File: src/rtl/rr_xbar_sched_4.sv
// rr_xbar_sched_4: four-lane round-robin scheduler that moves one payload
// at a time from input lane k to output lane k through a single shared
// WIDTH-bit holding register. A load and a drain can overlap in the same
// cycle, so a continuously valid source gets one transfer per cycle.
module rr_xbar_sched_4 #(
   parameter int WIDTH = 2
) (
   input  logic                  clk,
   input  logic                  rst,
   input  logic [3:0]            in_valid,
   input  logic [3:0][WIDTH-1:0] in_data,
   output logic [3:0]            in_ready,
   output logic [3:0]            out_valid,
   output logic [3:0][WIDTH-1:0] out_data,
   input  logic [3:0]            out_ready,
   output logic [1:0]            sel
);

   typedef enum logic {
      IDLE = 1'b0,
      HOLD = 1'b1
   } state_t;

   state_t           state, state_nx;
   logic [1:0]       ptr, ptr_nx, sel_nx;
   logic [WIDTH-1:0] hold_data, hold_data_nx;

   logic [1:0] grant;
   logic [1:0] idx;
   logic       gnt_found;
   logic       can_load;
   logic       xfer;

   // Grant search: first valid lane starting at ptr, wrapping mod 4.
   always_comb begin
      grant     = ptr;
      gnt_found = 1'b0;
      idx       = ptr;
      for (int i = 0; i < 4; i++) begin
         idx = ptr + 2'(i);
         if (!gnt_found && in_valid[idx]) begin
            grant     = idx;
            gnt_found = 1'b1;
         end
      end
   end

   // Next-state and output decode; reset masks every handshake and output.
   always_comb begin
      state_nx     = state;
      ptr_nx       = ptr;
      sel_nx       = sel;
      hold_data_nx = hold_data;
      in_ready     = 4'b0000;
      out_valid    = 4'b0000;
      out_data     = '0;

      // The register can accept new data when empty, or when the current
      // owner is draining it this cycle. Other lanes' out_ready are ignored.
      can_load = (state == IDLE) || out_ready[sel];
      xfer     = !rst && can_load && gnt_found;

      if (xfer) begin
         in_ready[grant] = 1'b1;
      end

      if (!rst && (state == HOLD)) begin
         out_valid[sel] = 1'b1;
         out_data[sel]  = hold_data;
      end

      if (xfer) begin
         state_nx     = HOLD;
         hold_data_nx = in_data[grant];
         sel_nx       = grant;
         ptr_nx       = grant + 2'd1;
      end else if ((state == HOLD) && out_ready[sel]) begin
         // Drain with nothing to reload: sel and ptr keep their values.
         state_nx = IDLE;
      end
   end

   // State register; reset empties the holding register and restarts at lane 0.
   always_ff @(posedge clk) begin
      if (rst) begin
         state     <= IDLE;
         ptr       <= 2'd0;
         sel       <= 2'd0;
         hold_data <= '0;
      end else begin
         state     <= state_nx;
         ptr       <= ptr_nx;
         sel       <= sel_nx;
         hold_data <= hold_data_nx;
      end
   end

endmodule

File: config.mk
export PLATFORM = sky130hd
export DESIGN_NAME = rr_xbar_sched_4
export DESIGN_NICKNAME = d
export VERILOG_FILES = /design/src/rtl/rr_xbar_sched_4.sv
export SDC_FILE = /design/constraint.sdc
export NUM_CORES = 1
export LEC_CHECK = 0
export ABC_CLOCK_PERIOD_IN_PS = 4400
export BUFFER_PORTS_ARGS = -buffer_cell sky130_fd_sc_hd__buf_2
export CAP_MARGIN = 30
export CORE_AREA = 4 4 41 43
export CTS_BUF_LIST = sky130_fd_sc_hd__clkbuf_16
export CTS_CLUSTER_DIAMETER = 60
export CTS_CLUSTER_SIZE = 14
export DETAILED_ROUTE_END_ITERATION = 10
export DIE_AREA = 0 0 45 47
export PLACE_DENSITY = 0.8
export SYNTH_ARGS = -nofsm -noshare
export SYNTH_HDL_FRONTEND = slang
export SYNTH_SLANG_ARGS = --single-unit
File: constraint.sdc
create_clock -name clk -period 4.4 [get_ports clk]
set_input_delay 0.66 -clock clk [delete_from_list [all_inputs] [get_ports clk]]
set_output_delay 0.66 -clock clk [all_outputs]
set_load 0.05 [all_outputs]
==> results of run 1 <==
logic make-up (layout without fill, tap and decap cells):
logic type      count (synthesis)  count (layout)  synth area share
compound gates                 13              13             0.193
xor+xnor                        1               1            0.0157
buf+inv                         3              41            0.0337
flops                           7               7             0.252
mux                             5               5             0.112
simple gates                   38              38             0.393
tightest hold or removal path, delay by kind of cell, from the launching register on:
family        cells  cell delay (ns)
flops             1             0.33
simple gates      2             0.14
per-stage QoR:
stage               hold slack [ns]  std cells  cell area [µm²]  utilization
floorplan                     0.473         67              557            -
global placement              0.499        116              739        0.568
detailed placement            0.507        116              739        0.568
CTS                           0.511        120              818        0.629
global route                  0.544        120              818        0.629
finish                        0.519        120              818        0.629
registers in the layout (all words and copies together) (netlist names):
name       flops
hold_data      2
ptr            2
sel            2
state          1
routing by layer:
layer,track usage,part of all wire
met1,0.184,0.40
met2,0.299,0.52
met3,0.0651,0.070
met4,0.0351,0.0087
met5,0,0
power by group:
group          internal [mW]  switching, mW  leakage [nW]
sequential            0.0749         0.0132        0.0583
combinational         0.0432         0.0761         0.320
clock                  0.118         0.0341        0.0423
cell usage in the layout, fill, tap and decap left out, drive strengths merged:
| cell | instances |
|---|---|
| a31o | 1 |
| nor4 | 1 |
| dfxtp | 7 |
| mux2i | 4 |
| a21oi | 2 |
| nor2 | 9 |
| o221ai | 2 |
| a21o | 1 |
| clkbuf | 3 |
| nand3b | 4 |
| nand2 | 4 |
| nor2b | 1 |
| mux4 | 1 |
| and2 | 9 |
| a211oi | 3 |
| xnor2 | 1 |
| o21ai | 4 |
| inv | 3 |
| nand2b | 6 |
| or2b | 1 |
| buf | 35 |
| nor3 | 3 |
area by class of cell:
class	instances	area (µm²)
clock buffer	3	75.1
clock inverter	1	3.75
fill	120	483
inverter	2	7.51
multi-input combinational	57	398
sequential	7	140
tap	15	18.8
timing repair buffer	35	175
path summary, 6_finish.rpt:
check	from	end	slack [ns]	cells past startpoint
setup / recovery	in_valid[2]	in_ready[3]	1.75	7
hold / removal	ptr[0]$_SDFFE_PP0P_	ptr[0]$_SDFFE_PP0P_	0.52	2
setup reg to reg	sel[0]$_SDFFE_PP0P_	hold_data[1]$_SDFFE_PP0P_	2.72	5
hold reg to reg	ptr[0]$_SDFFE_PP0P_	ptr[0]$_SDFFE_PP0P_	0.52	2
==> impl.org, run 1 <==
** Drt
- The detail route stage leaves a number of antenna-violating nets equal to 0.
- Total detailed-routing wirelength :: ~1500 µm
- The detailed router finished its first iteration with 7 violations.
- The final route contains 630 vias.
- The pre-antenna-repair detailed-routing pass consisted of 4 iterations.
- Detail-routed net length per standard cell :: between 10 and 15 µm
- Drt drc :: 0
- Via/cell ratio :: between 5 and 6

** Logic synthesis
- The share of synthesized area in the top cell type comes to 0.252.
- Biggest area consumer among synthesized cells :: sky130_fd_sc_hd__dfxtp_1
- The average instance in the mapped netlist occupies a little over 8 µm².
- Synth Net Count :: 85
- Synth unique cells :: 25
- Number of instances in the synthesized netlist :: 67
- The synthesized design contains 7 register bits.
- Counting flops with a built-in enable in the synthesized netlist gives 0.
- Main area contributors after synthesis :: sky130_fd_sc_hd__dfxtp_1 (25%), sky130_fd_sc_hd__and2_1 (9.0%), sky130_fd_sc_hd__mux2i_1 (7.2%)
- Total of warnings raised by yosys :: 0
- Netlist area before placement :: between 500 and 600 µm²
- Ranking of synthesized cells by instance count :: sky130_fd_sc_hd__nor2_1 (9), sky130_fd_sc_hd__and2_1 (8), sky130_fd_sc_hd__dfxtp_1 (7)
- Among all cell types in the netlist, the one instantiated most often is sky130_fd_sc_hd__nor2_1.
- In the synthesized netlist the async set-or-reset flop fraction comes to 0.
- Post-synthesis sequential area ratio :: 0.252
- For this run, the leading register cell type out of synthesis is sky130_fd_sc_hd__dfxtp_1.

** Setup path
- STA classifies the critical path startpoint as an input pin.
- Worst-path maximum fanout :: 5
- At the worst endpoint, the arrival time is a little under 2 ns.
- The most numerous cell type found on the critical path is sky130_fd_sc_hd__buf_2.
- Type of the worst setup path :: in -> out
- Among cell families on the critical path, the largest total delay comes from compound AO/OA/AOI/OAI gates.
- The critical path goes through buf_2 > nor2b_1 > a21o_1 > a211oi_2 > nand2_1 > nor2_1 > buf_2.
- In this design, the stage delay of the slowest critical-path cell is 0.32 ns.
- CP Buf/Inv Count :: 2
- STA classifies the critical path endpoint as an output port.
- At the worst endpoint, the required time is approximately 3.7 ns.
- Slowest cell on crit path :: sky130_fd_sc_hd__a211oi_2

** Clocking
- Once the clock tree was built, the setup fixing pass inserted 0 buffers.
- Post-CTS repair changed the size of 0 cells.
- TritonCTS created 3 clock buffers.
- Clock network latency to the later pin of the worst-skew pair :: ~0.23 ns
- The tree is rooted in a sky130_fd_sc_hd__clkbuf_16.
- TritonCTS built the clock tree.
- Count of hold buffers inserted by post-cts repair :: 0
- H-tree lvl count :: 1
- Clock-pin slew was measured on the worst setup and hold paths at 0.04 ns.
- No sink is reached through more buffers than the 2 on the longest clock path.
- The tree built by TritonCTS fans out to 7 sinks.

** STA
- Final hold violation count :: 0
- Setup repair after global routing missed its margin :: false
- Between clock sinks in the finished design, the worst skew comes to between 0.0006 and 0.0007 ns.
- Setup violations remaining at the end of the flow were counted as 0.
- Crit path setup slack, layout :: between 1.5 and 2 ns
- Summed over all failing endpoints, the final setup total negative slack is 0 ns.
- Timing would allow up to ~0.38 GHz.
- The number of max-slew violations in the final report came to 0.
- Post-layout min period :: around 2.7 ns
- Actual transition at the worst max-transition pin :: slightly below 0.4 ns
- The worst pin sits at a relative slew slack of 0.738.
- Final period util :: 0.603

** Global routing
- Largest net degree at the start of global routing :: 11
- Total congestion overflow :: 0
- Gr usage total :: 0.166
- The via count of the first global-routing pass came to 620.
- Antenna violations before repair :: 0
- The first global-routing pass estimated between 2000 and 3000 µm of wire.

** Power
- The worst-case IR drop observed on VDD is between 300 and 400 µV.
- The completed layout was analyzed and its total power is 360 µW.
- Cell area power density :: between 400 and 500 nW/µm²
- The analysis attributes to cell leakage a power of ~0.42 nW.

** Placed design
- Post-placement worst setup slack :: about 1.8 ns
- Summed over all nets, the half-perimeter wirelength after detailed placement is approximately 1200 µm.
- Routability-driven placement finished with a final weighted congestion of 0.724.
- Port buffering added 35 buffers.

** Die
- Pin placement for this block handled 36 I/O pins.
- The floorplan step defined a core boundary enclosing around 1300 µm².
- Die outline height :: 47 µm
- Die Width :: ~45 µm
- The die covers between 2000 and 2500 µm².
- The floorplan has 13 rows.
- Starting density of the core :: 0.428

** Finish
- From synthesis to final layout, the design area changed by 47.0%.
- Diodes inserted :: 0
- Layout net count :: 124
- In the final layout, the share of cells above drive strength 1 is 0.429.

** Status
- The flow ran to the end, and the final reports show no timing, DRC or antenna violations.

** Hold path
- The path class of the tightest hold or removal check is reg -> reg.

** Job
- Across the run, the number of max-cap violations was 0.
Note: power is estimated with default switching activity, not from simulation.
==> run 2: changes to the inputs <==
ABC_AREA = 1   (was unset)
ABC_CLOCK_PERIOD_IN_PS = 2300   (was 4400)
CORE_AREA = unset   (was 4 4 41 43)
CORE_MARGIN = 4   (was unset)
CORE_UTILIZATION = 44   (was unset)
DIE_AREA = unset   (was 0 0 45 47)
PLACE_DENSITY = 0.77   (was 0.8)
clock period = 2.3 ns   (was 4.4 ns; I/O delays follow)
==> impl.org, run 2 <==
** Status
- The run finished, with violations left.
- Violated checks :: setup timing

** Setup path
- On the worst path, the slowest cell contributes a delay of around 0.38 ns.
- Worst-path maximum fanout :: 8
- The signal on the critical path passes through inv_8 > buf_8 > nand2_2 > nand2_1 > nand2_1 > nand2_2 > nand4_4 > clkinv_1 > nand2_1 > nand2_4 > nand2_2 > nor2_2 > buf_6.
- For this design, the slowest cell found on the critical path is sky130_fd_sc_hd__dfxtp_4.
- In this run the critical register-to-register path is captured at hold_data[0]$_SDFFE_PP0P_.
- For the worst setup path, the data arrival time is ~2 ns.
- Register-to-Register Path Depth :: 15
- Kind of cell with the highest combined delay on the critical path :: simple AND/OR/NAND/NOR gates
- STA classifies the critical path startpoint as a flop.
- Internal reg-to-reg setup slack :: between 0.4 and 0.5 ns
- The setup path with the least slack is of type reg -> out.
- Number of cells on the critical path :: 13
- STA classifies the critical path endpoint as an output port.
- WP data required :: ~2 ns
- The number of buffers and inverters on the critical path is 4.
- Worst reg2reg path startpoint :: ptr[0]$_SDFFE_PP0P_

** Clocking
- Bufs on Longest Clock Path :: 2
- CTS clock-pin slew for the worst setup and hold paths :: 0.04 ns
- H-tree lvl count :: 1
- TritonCTS Buffers :: 3
- Count of hold buffers inserted by post-cts repair :: 0
- Clock tree synthesis selected as its root buffer the cell sky130_fd_sc_hd__clkbuf_16.
- Clock tree synthesis found a total of 7 sinks.
- TritonCTS clock tree :: yes
- The clock reaches the later pin of the worst-skew pair after around 0.24 ns.

** Finish
- Largest registers in the final layout :: hold_data: 2 flops, ptr: 2 flops, sel: 2 flops
- Fraction of final layout cells with drive strength greater than 1 :: 0.485
- Layout net count :: approximately 250
- The multi-input combinational cells in the finished layout cover a total of between 800 and 900 µm².
- Synthesis-to-layout area growth :: 64.3%
- The top cell types in the final layout, fill and taps aside, are sky130_fd_sc_hd__nand2_1 (55), sky130_fd_sc_hd__buf_2 (31), sky130_fd_sc_hd__nand2_2 (22), sky130_fd_sc_hd__nand3_1 (19).
- The filler cells instantiated in the layout total around 140.
- Final core utilization :: 0.778
- The repair_antennas step left the layout with diodes totalling 0.
- The finished cells cover around 1600 µm².
- Summing all flip-flop and latch instances after layout gives ~150 µm².
- Most common library cell in the layout ignoring fill and taps :: sky130_fd_sc_hd__nand2_1

** Die
- The core region is about 2000 µm².
- From left edge to right edge, the die measures roughly 55 µm.
- Number of I/O pins :: 36
- The initialized floorplan defines 16 standard-cell rows.
- Starting density of the core :: 0.473
- From bottom edge to top edge, the die measures about 55 µm.
- The die covers between 2000 and 3000 µm².

** Logic synthesis
- Netlist area before placement :: about 960 µm²
- Post-synthesis sequential area ratio :: 0.146
- Synthesis produced a netlist with a net count of 192.
- Ranking of synthesized cells by instance count :: sky130_fd_sc_hd__nand2_1 (72), sky130_fd_sc_hd__nand3_1 (22), sky130_fd_sc_hd__inv_1 (17)
- The Yosys step of the flow raised 0 warnings.
- Biggest area consumer among synthesized cells :: sky130_fd_sc_hd__nand2_1
- Yosys instantiated no cell more often than sky130_fd_sc_hd__nand2_1.
- Post-synth top flop :: sky130_fd_sc_hd__dfxtp_1
- Yosys mapped a number of flops with a built-in enable equal to 0.
- Synth unique cells :: 23
- Synthesized area divided by synthesized cell count :: about 5.5 µm²
- The cell count after synthesis came out at about 170.
- Counting flops with an async set or reset pin after synthesis yields a share of 0.
- Number of synthesized register bits :: 7
- The share of synthesized area in the top cell type comes to 0.282.
- By area the synthesized netlist is led by sky130_fd_sc_hd__nand2_1 (28%), sky130_fd_sc_hd__dfxtp_1 (15%), sky130_fd_sc_hd__nand3_1 (12%).

** Global routing
- Gr usage total :: 0.196
- Largest net degree at the start of global routing :: 15
- The via count of the first global-routing pass came to 1,061.
- Total congestion overflow :: 0
- The number of antenna violations at the first check in global routing came to 0.
- The first global-routing pass estimated between 4000 and 5000 µm of wire.

** Drt
- For this run, design rule violations remaining after detail routing come to 0.
- Dividing the detail-routed wire length by the instance count gives 14.9 µm.
- For this block, the initial DRC count from the detailed router was 54.
- The detail route stage leaves a number of antenna-violating nets equal to 0.
- After detailed routing, the total wire length is approximately 3800 µm.
- Via/cell ratio :: approximately 5.5
- Via count of the routed design :: 1,397
- The first detailed-routing pass ran for 4 iterations.

** STA
- Number of max-slew violations in the final report :: 0
- Actual transition at the worst max-transition pin :: about 0.37 ns
- Once routing completed, OpenROAD measured the worst setup slack at -0.0869 ns.
- Final hold violation count :: 0
- Post-layout min period :: approximately 2.4 ns
- On the final layout, the worst clock skew is 0.00215 ns.
- Setup repair after global routing missed its margin :: true
- Final period util :: 1.04
- For the final routed database, the setup TNS stands at -0.0964 ns.
- Max_slew headroom :: 0.755
- Peak clock frequency supported by timing :: about 0.42 GHz
- Hold slack final :: between 0.3 and 0.4 ns
- Setup violations remaining at the end of the flow were counted as 2.

** Hold path
- In this run the worst hold path is classified as in -> reg.
- Hold Path End :: sel[0]$_SDFFE_PP0P_
- Hold Path Origin :: rst
- Hold depth :: 2

** Power
- IR Drop Worst-Case VDD :: approximately 1200 µV
- Dividing total power by cell area gives a power density of between 1500 and 2000 nW/µm².
- Leakage power :: 0.862 nW

** Placed design
- Placer congestion estimate :: between 0.8 and 0.9
- Port buffering added 35 buffers.
- Once detailed placement completed, the half-perimeter wirelength came to about 2100 µm.
- Placed inst area :: between 1000 and 1500 µm²

** Job
- Maximum Capacitance Violations :: 0
[run 2: repair_timing]
| item | CTS | global route |
|---|---|---|
| pin swaps | 0 | 20 |
| hold endpoints to repair | 0 | 0 |
| gates resized for setup | 9 | 46 |
| endpoints found under the setup margin | 4 | 4 |
| gates cloned | 0 | 1 |
| buffers inserted | 0 | 13 |
[run 2: report_power, final]
part | switching, mW | internal, mW | leakage (nW)
clock | 0.0768 | 0.227 | 0.0423
sequential | 0.0759 | 0.183 | 0.0590
combinational | 1.60 | 0.969 | 0.761
[run 2: metrics by stage]
step | worst slack (ns) | std cells | power (mW)
global placement | 0.175 | 238 | 1.91
detailed placement | 0.123 | 238 | 1.96
global route | -0.159 | 256 | 3.31
CTS | 0.0180 | 242 | 2.32
finish | -0.0869 | 256 | 3.14
floorplan | -0.00339 | 174 | 1.63
[run 2: metal layers]
metal	vias to the layer above	global-route usage	routed length, µm
li1	659	-	-
met1	642	0.239	1530
met2	78	0.335	1870
met3	18	0.0245	292
met4	0	0.0954	129
met5	-	0	0
[run 2: kinds of logic after synthesis]
family          Yosys count  share of synthesized area
flops                     7                      0.146
compound gates            6                     0.0457
simple gates            136                      0.688
buf+inv                  25                      0.120
[run 2: final cells by class]
class / count / share of cell area
inverter: 21 / 0.0565
tap: 27 / 0.0215
timing repair buffer: 55 / 0.243
multi-input combinational: 142 / 0.536
clock inverter: 1 / 0.00239
sequential: 7 / 0.0923
clock buffer: 3 / 0.0477
[run 2: worst max-delay path by stage]
stage / start / to / slack, ns
CTS: ptr[0]$_SDFFE_PP0P_ / in_ready[3] / 0.02
global placement: ptr[0]$_SDFFE_PP0P_ / in_ready[0] / 0.18
finish: ptr[0]$_SDFFE_PP0P_ / in_ready[3] / -0.09
floorplan: sel[0]$_SDFFE_PP0P_ / out_data[6] / -0.003
global route: ptr[0]$_SDFFE_PP0P_ / in_ready[3] / -0.16
detailed placement: ptr[0]$_SDFFE_PP0P_ / in_ready[3] / 0.12
==> run 3: changes to the inputs <==
ABC_CLOCK_PERIOD_IN_PS = 2500   (was 2300)
CORE_MARGIN = unset   (was 4)
CORE_UTILIZATION = 47   (was 44)
PLACE_DENSITY = 0.78   (was 0.77)
clock period = 2.5 ns   (was 2.3 ns; I/O delays follow)
==> impl.org, run 3 (synthesis results as in run 2) <==
** Status
- Result of the run :: complete, no violations

** Die
- Number of I/O pins :: 36
- Core Box Area :: 1820 µm²
- Die outline height :: 47.1 µm
- The die is around 47 µm wide.
- The initialized floorplan defines 15 standard-cell rows.
- Die footprint :: ~2200 µm²
- The initial utilization of the core area, before any placement, comes to 0.526.

** Placed design
- Final HPWL from detailed placement :: between 2000 and 2500 µm
- In this run the tool buffered the top-level ports with 35 buffer cells.
- Placer congestion estimate :: roughly 0.84
- Count of placed standard cells including taps :: roughly 230

** Global routing
- Summed over all layers, the global routing overflow is 0.
- Wire length of the first global-routing pass :: 4010 µm
- Across every metal layer, demand over resource in global routing totals 0.253.
- Antenna violations before repair :: 0
- Via count of the first global-routing pass :: roughly 960
- Entering global routing, the biggest net connects 15 pins.

** Clocking
- CTS placed an instance of sky130_fd_sc_hd__clkbuf_16 at the clock tree root.
- After clock tree synthesis, the clock-pin slew on the worst setup and hold paths is about 0.040 ns.
- The clock reaches the later pin of the worst-skew pair after 0.23 ns.
- The tree built by TritonCTS fans out to 7 sinks.
- TritonCTS clock tree :: yes
- H-tree lvl count :: 1
- Count of hold buffers inserted by post-cts repair :: 0
- TritonCTS created 3 clock buffers.
- Bufs on Longest Clock Path :: 2

** Drt
- Total detailed-routing wirelength :: between 2000 and 3000 µm
- In this run the remaining antenna-violating nets after routing total 0.
- Drt drc :: 0
- After detailed routing, the average wire length per cell comes to 11.4 µm.
- Routed length on met1 :: approximately 1300 µm
- Uppermost metal layer occupied by signal nets :: met4
- In the detailed route, the total length drawn on met3 is 151 µm.
- Using the TritonRoute via totals, the vias-per-cell ratio works out to roughly 5.0.
- Length of the first detailed-routing pass in iterations :: 4
- Wire segments on met2 add up to 1300 µm in the final route.
- The first routing iteration left 39 violations.
- Across all layers, the routed design uses between 1,000 and 1,500 vias.

** STA
- The final hold violation count was 0.
- The clock period could shrink to between 2 and 2.5 ns.
- Setup violations remaining at the end of the flow were counted as 0.
- Setup repair after global routing missed its margin :: false
- Peak clock frequency supported by timing :: about 0.42 GHz
- Measured against its own limit, the worst slew margin works out to 0.764.
- Post-Route Skew :: 0.000934 ns
- In the final timing run, aggregate negative setup slack is 0 ns.
- Final period util :: 0.953
- Final hold analysis gives a worst-case slack of 0.340 ns.
- Actual transition at the worst max-transition pin :: between 0.3 and 0.4 ns
- The number of max-slew violations in the final report is 0.

** Setup path
- For the worst setup path, the data required time is about 2.1 ns.
- Signal arrival time at the worst endpoint :: around 2 ns
- STA classifies the critical path startpoint as a flop.
- Type of the worst setup path :: reg -> out
- Setup crit end kind :: output port
- Worst-path maximum fanout :: 14

** Finish
- The count of cells in the finished layout, fillers not included, comes to between 200 and 250.
- In the layout the commonest cells are sky130_fd_sc_hd__nand2_1 (72), sky130_fd_sc_hd__buf_2 (32), sky130_fd_sc_hd__nand3_1 (22), sky130_fd_sc_hd__inv_1 (18), sky130_fd_sc_hd__nand2_2 (12).
- Layout net count :: 234
- Relative to the synthesized area, the layout overhead comes to 34.0%.
- Counting the fill cells in the layout gives about 160.
- In the final layout, the share of cells above drive strength 1 is 0.340.
- Area taken by multi-input logic gates :: just over 700 µm²
- Diodes inserted :: 0
- For this run, the share of the core covered by cells in the final layout is 0.704.
- The largest registers in the layout are hold_data: 2 flops, ptr: 2 flops, sel: 2 flops.
- Sequential cell area :: 145 µm²
- Most common library cell in the layout ignoring fill and taps :: sky130_fd_sc_hd__nand2_1

** Hold path
- Class of the most critical hold timing path :: in -> reg

** Power
- The analysis attributes to cell leakage a power of about 0.75 nW.
- Cell area power density :: 1670 nW/µm²
- Total power for the finished layout comes to about 2.1 mW.
- The worst-case IR drop observed on VDD is 974 µV.

** Job
- Max-cap violations in this run came to 0.
run 3: cell types whose count changed in the layout (fill, tap and decap cells not counted), sizes merged:
cell / previous run / this run
clkbuf: 4 / 5
buf: 54 / 39
run 3: path summary, 6_finish.rpt:
path | start | end | slack (ns) | cells after the start
min reg2reg | hold_data[0]$_SDFFE_PP0P_ | hold_data[0]$_SDFFE_PP0P_ | 0.45 | 2
max reg2reg | ptr[0]$_SDFFE_PP0P_ | ptr[1]$_SDFFE_PP0P_ | 0.71 | 13
max | ptr[0]$_SDFFE_PP0P_ | in_ready[3] | 0.12 | 14
min | rst | sel[0]$_SDFFE_PP0P_ | 0.34 | 2
run 3: area by class of cell:
class | instances | share of cell area
Inverter | 21 | 0.0654
Timing Repair Buffer | 41 | 0.180
Clock buffer | 3 | 0.0585
Clock inverter | 1 | 0.00293
Multi-Input combinational cell | 142 | 0.555
Tap cell | 25 | 0.0244
Sequential cell | 7 | 0.113
run 3: critical path, stage by stage (launching register included):
cell                       delay (ns)
sky130_fd_sc_hd__dfxtp_4         0.37
sky130_fd_sc_hd__inv_4           0.14
sky130_fd_sc_hd__nand2_1         0.09
sky130_fd_sc_hd__nand2_2         0.10
sky130_fd_sc_hd__nand2_1         0.09
sky130_fd_sc_hd__nand2_4         0.12
sky130_fd_sc_hd__nand2_2         0.07
sky130_fd_sc_hd__nand2_1         0.07
sky130_fd_sc_hd__nand2_1         0.05
sky130_fd_sc_hd__nand2_1         0.05
sky130_fd_sc_hd__nand3_1         0.08
sky130_fd_sc_hd__nand2_2         0.12
sky130_fd_sc_hd__nand2_1         0.08
sky130_fd_sc_hd__nor2_1          0.11
sky130_fd_sc_hd__clkbuf_4        0.25
run 3: layer usage:
metal	up-vias	GRT usage
met5	-	0
li1	633	-
met4	0	0.0343
met2	44	0.408
met1	527	0.353
met3	2	0.0538
run 3: power by group:
| group | total, mW | switching [mW] | internal [mW] |
|---|---|---|---|
| logic | 1.64 | 1.14 | 0.498 |
| registers | 0.234 | 0.0655 | 0.168 |
| clock network | 0.264 | 0.0566 | 0.208 |
run 3: timing repair:
item / 4_1_cts / 5_1_grt
pin swaps: 0 / 1
setup buffers: 0 / 2
gates resized for setup: 1 / 10
endpoints found under the setup margin: 4 / 4
run 3: through the flow:
step | setup WS, ns | instance area (µm²)
after floorplan | 0.0225 | 957
after global placement | 0.267 | 1160
after detailed placement | 0.236 | 1160
after CTS | 0.0391 | 1240
after global routing | 0.00397 | 1280
final | 0.117 | 1280
